**config.mk**
```make
export PLATFORM = sky130hd
export DESIGN_NAME = pe_sequencer
export DESIGN_NICKNAME = d
export VERILOG_FILES = /design/src/rtl/pe_pkg.sv /design/src/rtl/pe_sequencer_sweep.sv /design/src/rtl/pe_sequencer.sv
export SDC_FILE = /design/constraint.sdc
export NUM_CORES = 1
export LEC_CHECK = 0
export CAP_MARGIN = 20
export CORE_MARGIN = 4
export CORE_UTILIZATION = 35
export DETAILED_ROUTE_END_ITERATION = 10
export SYNTH_ARGS = -nofsm -noshare
export SYNTH_HDL_FRONTEND = slang
export SYNTH_HIERARCHICAL = 1
export SYNTH_SLANG_ARGS = --single-unit
export TNS_END_PERCENT = 10
```
**constraint.sdc**
```tcl
create_clock -name clk -period 7.6 [get_ports clk]
set_input_delay 2.28 -clock clk [delete_from_list [all_inputs] [get_ports clk]]
set_output_delay 2.28 -clock clk [all_outputs]
set_load 0.01 [all_outputs]
```
**src/rtl/pe_pkg.sv**
```systemverilog
// Shared constants and state type for the PE address/mode sequencer.
// Optional GEN_COUNT_EN adds a generation counter port on pe_sequencer.
package pe_pkg;

  localparam int DEPTH_DEF  = 1024;
  localparam int ADDR_W_DEF = 10;

  localparam logic [1:0] INIT_MODE        = 2'd0;
  localparam logic [1:0] VGA_MODE         = 2'd1;
  localparam logic [1:0] COLLISION_MODE   = 2'd2;
  localparam logic [1:0] PROPAGATION_MODE = 2'd3;

  typedef enum logic [2:0] {
    IDLE,
    INIT,
    COLLIDE,
    TURN,
    PROP,
    DONE
  } state_e;

endpackage

```
**src/rtl/pe_sequencer_sweep.sv**
```systemverilog
// Sweep index generator shared by the init, collision and propagation passes.
// Outputs describe the next cycle so the top can register them.
module sweep_counter #(
  parameter int DEPTH  = 1024,
  parameter int ADDR_W = 10,
  parameter int K_W    = ADDR_W + 2
) (
  input  logic              clk,
  input  logic              reset,
  input  logic              start,
  input  logic              en,
  input  logic [K_W-1:0]    lag,
  output logic [ADDR_W-1:0] rd_idx,
  output logic [ADDR_W-1:0] wr_idx,
  output logic              wr_stb,
  output logic              last
);

  localparam logic [K_W-1:0] LAST_RD = K_W'(DEPTH - 1);

  logic [K_W-1:0] k_q, k_d;
  logic [K_W-1:0] lag_q, lag_d;
  logic [K_W-1:0] wr_k;

  always_comb begin
    lag_d = start ? lag : lag_q;
    k_d   = k_q;
    if (start)   k_d = '0;
    else if (en) k_d = k_q + K_W'(1);
    wr_k   = k_d - lag_d;
    rd_idx = (k_d > LAST_RD) ? ADDR_W'(LAST_RD)
                             : k_d[ADDR_W-1:0];
    wr_idx = wr_k[ADDR_W-1:0];
    wr_stb = en && (k_d >= lag_d) && (wr_k <= LAST_RD);
    // last refers to the cycle currently on the outputs
    last   = (k_q == LAST_RD + lag_q);
  end

  always_ff @(posedge clk or negedge reset) begin
    if (!reset) begin
      k_q   <= '0;
      lag_q <= '0;
    end else begin
      k_q   <= k_d;
      lag_q <= lag_d;
    end
  end

endmodule

```
**src/rtl/pe_sequencer.sv**
```systemverilog
// Mode/address sequencer for the PE columns: init, collision, propagation.
// Define GEN_COUNT_EN to add the gen_count output.
module pe_sequencer
  import pe_pkg::*;
#(
  parameter int DEPTH    = DEPTH_DEF,
  parameter int ADDR_W   = ADDR_W_DEF,
  parameter int COLL_LAG = 1,
  parameter int PROP_LAG = 2
) (
  input  logic              clk,
  input  logic              reset,
  input  logic              init_start,
  input  logic              run,
  input  logic              step,
  input  logic              vga_blank,
  input  logic [ADDR_W-1:0] vga_read_addr,
  output logic [ADDR_W-1:0] init_addr,
  output logic [1:0]        mode,
  output logic              pe_we,
  output logic [ADDR_W-1:0] write_addr,
  output logic [ADDR_W-1:0] read_addr,
  output logic              busy,
  output logic              init_done,
  output logic              gen_done,
`ifdef GEN_COUNT_EN
  output logic [15:0]       gen_count,
`endif
  output logic              vga_overrun
);

  localparam int K_W = ADDR_W + 2;

  state_e            state_q, state_d;
  logic [1:0]        mode_q, mode_d;
  logic              we_q, we_d;
  logic [ADDR_W-1:0] wa_q, wa_d;
  logic [ADDR_W-1:0] rd_q, rd_d;
  logic              pend_q, pend_d;
  logic              blank_q;
  logic              ovr_q, ovr_d;
  logic              idone_q, idone_d;
  logic              gdone_q, gdone_d;

  logic              sc_start, sc_en, sc_stb, sc_last;
  logic [K_W-1:0]    sc_lag;
  logic [ADDR_W-1:0] sc_rd, sc_wr;
  logic              in_gen;

  sweep_counter #(
    .DEPTH (DEPTH),
    .ADDR_W(ADDR_W),
    .K_W   (K_W)
  ) u_sweep (
    .clk   (clk),
    .reset (reset),
    .start (sc_start),
    .en    (sc_en),
    .lag   (sc_lag),
    .rd_idx(sc_rd),
    .wr_idx(sc_wr),
    .wr_stb(sc_stb),
    .last  (sc_last)
  );

  always_comb begin
    state_d = state_q;
    unique case (state_q)
      IDLE: begin
        if (init_start)
          state_d = INIT;
        else if ((run || pend_q) && vga_blank)
          state_d = COLLIDE;
      end
      INIT:    if (sc_last) state_d = IDLE;
      COLLIDE: if (sc_last) state_d = TURN;
      TURN:    state_d = PROP;
      PROP:    if (sc_last) state_d = DONE;
      DONE:    state_d = IDLE;
      default: state_d = IDLE;
    endcase

    sc_en    = (state_d == INIT) || (state_d == COLLIDE)
            || (state_d == PROP);
    sc_start = sc_en && (state_d != state_q);
    sc_lag   = (state_d == PROP)    ? K_W'(PROP_LAG)
             : (state_d == COLLIDE) ? K_W'(COLL_LAG)
             :                        K_W'(1);

    mode_d = VGA_MODE;
    unique case (state_d)
      INIT:          mode_d = INIT_MODE;
      COLLIDE, TURN: mode_d = COLLISION_MODE;
      PROP:          mode_d = PROPAGATION_MODE;
      default:       mode_d = VGA_MODE;
    endcase

    we_d = sc_stb;
    wa_d = sc_stb ? sc_wr : wa_q;
    // TURN pre-reads word 0 so PROP sees valid data on its first cycle
    rd_d = sc_en ? sc_rd
         : (state_d == TURN) ? '0 : rd_q;

    pend_d = step | (pend_q & ~((state_d == COLLIDE)
                             && (state_q != COLLIDE)));
    in_gen = (state_q == COLLIDE) || (state_q == TURN)
          || (state_q == PROP);
    ovr_d   = ovr_q | (in_gen & blank_q & ~vga_blank);
    idone_d = (state_q == INIT) && (state_d == IDLE);
    gdone_d = (state_d == DONE);
  end

  always_ff @(posedge clk or negedge reset) begin
    if (!reset) begin
      state_q <= IDLE;
      mode_q  <= VGA_MODE;
      we_q    <= 1'b0;
      wa_q    <= '0;
      rd_q    <= '0;
      pend_q  <= 1'b0;
      blank_q <= 1'b0;
      ovr_q   <= 1'b0;
      idone_q <= 1'b0;
      gdone_q <= 1'b0;
    end else begin
      state_q <= state_d;
      mode_q  <= mode_d;
      we_q    <= we_d;
      wa_q    <= wa_d;
      rd_q    <= rd_d;
      pend_q  <= pend_d;
      blank_q <= vga_blank;
      ovr_q   <= ovr_d;
      idone_q <= idone_d;
      gdone_q <= gdone_d;
    end
  end

`ifdef GEN_COUNT_EN
  logic [15:0] gcnt_q;

  always_ff @(posedge clk or negedge reset) begin
    if (!reset)
      gcnt_q <= '0;
    else if (state_q == DONE)
      gcnt_q <= gcnt_q + 16'd1;
  end

  assign gen_count = gcnt_q;
`endif

  assign mode        = mode_q;
  assign pe_we       = we_q;
  assign write_addr  = wa_q;
  assign read_addr   = (state_q == IDLE) ? vga_read_addr : rd_q;
  assign init_addr   = rd_q;
  assign busy        = (state_q != IDLE);
  assign init_done   = idone_q;
  assign gen_done    = gdone_q;
  assign vga_overrun = ovr_q;

endmodule

```
==> summary.txt <==
Timing
  • Number of hold violations in the final report: 0
  • Max-slew violation total from the final report: 0
  • Max Clock Skew: 0.0184 ns
  • Fmax: 158 MHz
  • Post-route setup slack: 1.27 ns
  • Min cycle time layout: 6.33 ns
  • Summed negative setup slack over all endpoints: 0 ns
  • Worst max-slew margin expressed relative to the limit: 47.5%
  • Period Utilization, post-route: 83.3%
  • Slew @ Worst Pin: 0.787 ns
  • Unrepaired setup endpoints after global routing: false
  • Setup Viol. Count Final: 0

GRT
  • Initial antenna violation count: 0
  • First-pass GRT wire length: 13.9 mm
  • Aggregate global-route resource usage: 14.6%
  • Pin count of the biggest net entering global routing: 56
  • Via count of the first global-routing pass: 2,908
  • Overall overflow remaining after global route: 0

Detailed routing
  • Number of iterations in the first detailed-routing pass: 5
  • Post-route antenna net violation count: 0
  • Mean routed wirelength per cell: 14.2 microns
  • Initial DRC count: 131
  • Drc violations: 0
  • Total wirelength of the detailed-routed design: 8.30 mm
  • Via density: 4.99
  • Total vias in the final route: 2,912

Floorplanning
  • Number of cell rows: 36
  • Floorplan core area: 9820 sq um
  • Vertical die dimension: 108 microns
  • Top Ports: 53
  • Die Outline Area: 11,800 sq um
  • Die span in x: 108 microns
  • Initial Utilization: 36.0%

Logic synthesis
  • Yosys warnings: 6
  • Sequential cell area fraction in the yosys report: 39.0%
  • Yosys cell types: 56
  • Syn Inst Count: 388
  • Main synth FF type: sky130_fd_sc_hd__dfrtp_1
  • Fraction of synthesized cell area in xor and xnor cells: 7.68%
  • Multiplexer share of the synthesized area: 10.3%
  • Mean post-synth cell area: 9.11 sq um
  • Compound-gate portion of the synthesized area: 14.3%
  • Post-synth ARST share: 100%
  • Post-Syn Area: 3530 sq um
  • Area share of the leading cell type in the synthesized netlist: 38.2%
  • Area contributors post-synth: sky130_fd_sc_hd__dfrtp_1, sky130_fd_sc_hd__mux2i_1, sky130_fd_sc_hd__ha_1
  • Largest family of logic cells by synthesized area: simple AND/OR/NAND/NOR gates
  • Largest area contributor in the netlist: sky130_fd_sc_hd__dfrtp_1
  • EDFF count, synth: 0
  • Yosys reg bits: 55
  • Adder-Cell Fraction of Synth Area: 5.81%
  • Post-synthesis share of cell area spent on and, or, nand and nor gates: 17.8%

Finish
  • Footprint of the multi-input gates: 2030 sq um
  • Count of placed standard cells in the final layout, fillers left out: 584
  • Fraction of the core area covered by cells at the end of the flow: 44.5%
  • Number of nets in the layout: 481
  • Synthesis-to-layout area growth: 23.5%
  • Area used by sequential logic in the layout: 1380 sq um
  • Proportion of layout cells with a drive suffix above 1: 8.20%
  • # diodes: 0
  • Fill count: 1,007

Worst setup path
  • Sum of buffers and inverters on the critical path: 3
  • Largest driver fanout on the critical path: 8
  • Number of stages on the worst setup path: 18
  • Element type at the critical path start: input pin
  • Worst R2R Path Depth: 25
  • Critical Path End Type: flip-flop
  • Master of the slowest instance on the critical path: sky130_fd_sc_hd__ha_1
  • Cell breakdown of the critical path: clkdlybuf4s50_1 > or2_2 > a21o_1 > a21oi_1 > o21ai_0 > buf_4 > and4_1 > nand3_1 > xor2_1 > nor2_1 > ha_1 > nand3_1 > a2111oi_0 > a211oi_1 > mux2i_1 > nor4_2 > clkbuf_4 > mux2_2
  • Critical Path Max Stage Delay: 0.40 ns
  • Crit Path Class: in2reg
  • Dominant cell type by count on the critical path: sky130_fd_sc_hd__nand3_1
  • Crit path arrival time: 6.54 ns
  • Data required time of the critical path: 7.80 ns
  • Family with the most delay on the worst path: simple AND/OR/NAND/NOR gates

Power and ir drop
  • Logic gate share of total power: 60.8%
  • Sequential cell fraction of total power: 28.6%
  • Portion of total power attributed to the clock network: 10.6%
  • Static power due to leakage: 1.96 nW
  • Power density of the placed cells: 375 nW/um^2
  • Net switching power figure: 744 uW
  • Switching Fraction: 45.4%
  • Cell Int Power: 894 uW
  • IR drop worst, VDD: 0.151 mV

Clock network
  • Sink count of the clock tree: 55
  • TritonCTS clock tree: built
  • Total of hold buffers inserted after clock tree synthesis: 0
  • Cell chosen for the clock root: sky130_fd_sc_hd__clkbuf_8
  • Clock transition time at the flip-flop clock pins of the worst setup and hold paths: 0.11 ns
  • Quantity of gates resized following cts: 0
  • Longest Clk Path Bufs: 2
  • Number of buffers added for setup after CTS: 0
  • Number of levels in the clock H-tree: 2
  • Clock insertion delay at the later pin of the skew report: 0.32 ns
  • Total CTS buffers: 5

Place
  • Minimum setup slack after placement: 0.654 ns
  • Placed insts: 574
  • Number of buffer cells added on primary ports: 52
  • Placer Congestion: 0.807
  • Sum of net half-perimeters after detailed placement: 6.43 mm

Min path
  • Hold path depth: 1
  • Class of the tightest hold or removal check: reg2reg

Job
  • Number of max-cap violations: 0

Run status
  • Result of the run: complete, no violations
-- layout by cell type (no fill, tap or decap), types with 5 or more instances in the layout --
cell type and count:
sky130_fd_sc_hd__dfrtp_1 54, sky130_fd_sc_hd__clkdlybuf4s50_1 51, sky130_fd_sc_hd__nand2_1 42, sky130_fd_sc_hd__o21ai_0 33, sky130_fd_sc_hd__inv_1 32, sky130_fd_sc_hd__nor2_1 26, sky130_fd_sc_hd__mux2i_1 25, sky130_fd_sc_hd__xor2_1 16
sky130_fd_sc_hd__xnor2_1 15, sky130_fd_sc_hd__ha_1 14, sky130_fd_sc_hd__a21oi_1 13, sky130_fd_sc_hd__nor3_1 10, sky130_fd_sc_hd__nand3_1 10, sky130_fd_sc_hd__mux2_2 10, sky130_fd_sc_hd__conb_1 10, sky130_fd_sc_hd__nand2b_1 8
sky130_fd_sc_hd__clkbuf_8 7, sky130_fd_sc_hd__o21a_1 6, sky130_fd_sc_hd__a21o_1 5, sky130_fd_sc_hd__buf_4 5
-- cell type report --
type	instances	area share (%)
clock buffer	6	1.89
clock inverter	2	0.373
inverter	32	2.75
multi-input combinational	297	46.5
sequential	55	31.6
tap	133	3.81
timing repair buffer	59	13.2
-- final timing paths --
path | slack [ns] | startpoint | endpoint
max | 1.27 | run | write_addr[1]
min in group asynchronous | 2.09 | reset | init_addr[7]
min reg2reg | 0.48 | vga_overrun | vga_overrun
max in group asynchronous | 5.04 | reset | u_sweep/lag_q[10]
min | 0.48 | vga_overrun | vga_overrun
max reg2reg | 1.30 | u_sweep/lag_q[0] | write_addr[1]
-- sequential cells by signal (all words and copies together), names as in the netlist --
register       flops
gen_done           1
u_sweep/k_q       12
pend_q             1
vga_overrun        1
blank_q            1
write_addr        10
state_q            3
mode               2
pe_we              1
init_addr         10
init_done          1
u_sweep/lag_q     12
-- through the flow --
step / hold slack [ns] / cell area [sq um] / power, mW
floorplan: 0.441 / 3570 / 1.15
global placement: 0.452 / 4250 / 1.44
detailed placement: 0.462 / 4250 / 1.46
CTS: 0.488 / 4340 / 1.65
global route: 0.507 / 4370 / 1.79
finish: 0.479 / 4370 / 1.64
-- cells by family after synthesis --
family	Yosys count
AOI/OAI and AO/OA	79
other	1
DFF	55
xor gates and xnor gates	31
muxes	35
buffers and inverters	45
and+or+nand+nor	126
adders and majority gates	16
-- cell usage after synthesis, types with 8 or more instances --
master	n
sky130_fd_sc_hd__mux2_2	10
sky130_fd_sc_hd__nor3_1	11
sky130_fd_sc_hd__clkbuf_1	11
sky130_fd_sc_hd__nor2_1	26
sky130_fd_sc_hd__nand2_1	42
sky130_fd_sc_hd__ha_1	14
sky130_fd_sc_hd__xnor2_1	15
sky130_fd_sc_hd__xor2_1	16
sky130_fd_sc_hd__o21ai_0	33
sky130_fd_sc_hd__nand2b_1	8
sky130_fd_sc_hd__mux2i_1	25
sky130_fd_sc_hd__nand3_1	10
sky130_fd_sc_hd__inv_1	32
sky130_fd_sc_hd__a21oi_1	14
sky130_fd_sc_hd__dfrtp_1	54
-- power by group through the flow --
stage	Clock (mW)	Combinational [mW]	Sequential [mW]
global placement	0	0.970	0.471
CTS	0.186	0.995	0.468
floorplan	0	0.710	0.440
detailed placement	0	0.988	0.474
global route	0.194	1.12	0.482
finish	0.173	0.996	0.469
-- layer usage --
layer	wire [microns]	vias up	track usage [%]
met3	462	13	2.57
met5	0	-	0
met1	3970	1341	19.5
li1	-	1474	-
met4	157	0	4.69
met2	3720	84	24.0
Power figures use the tool's default switching activity.
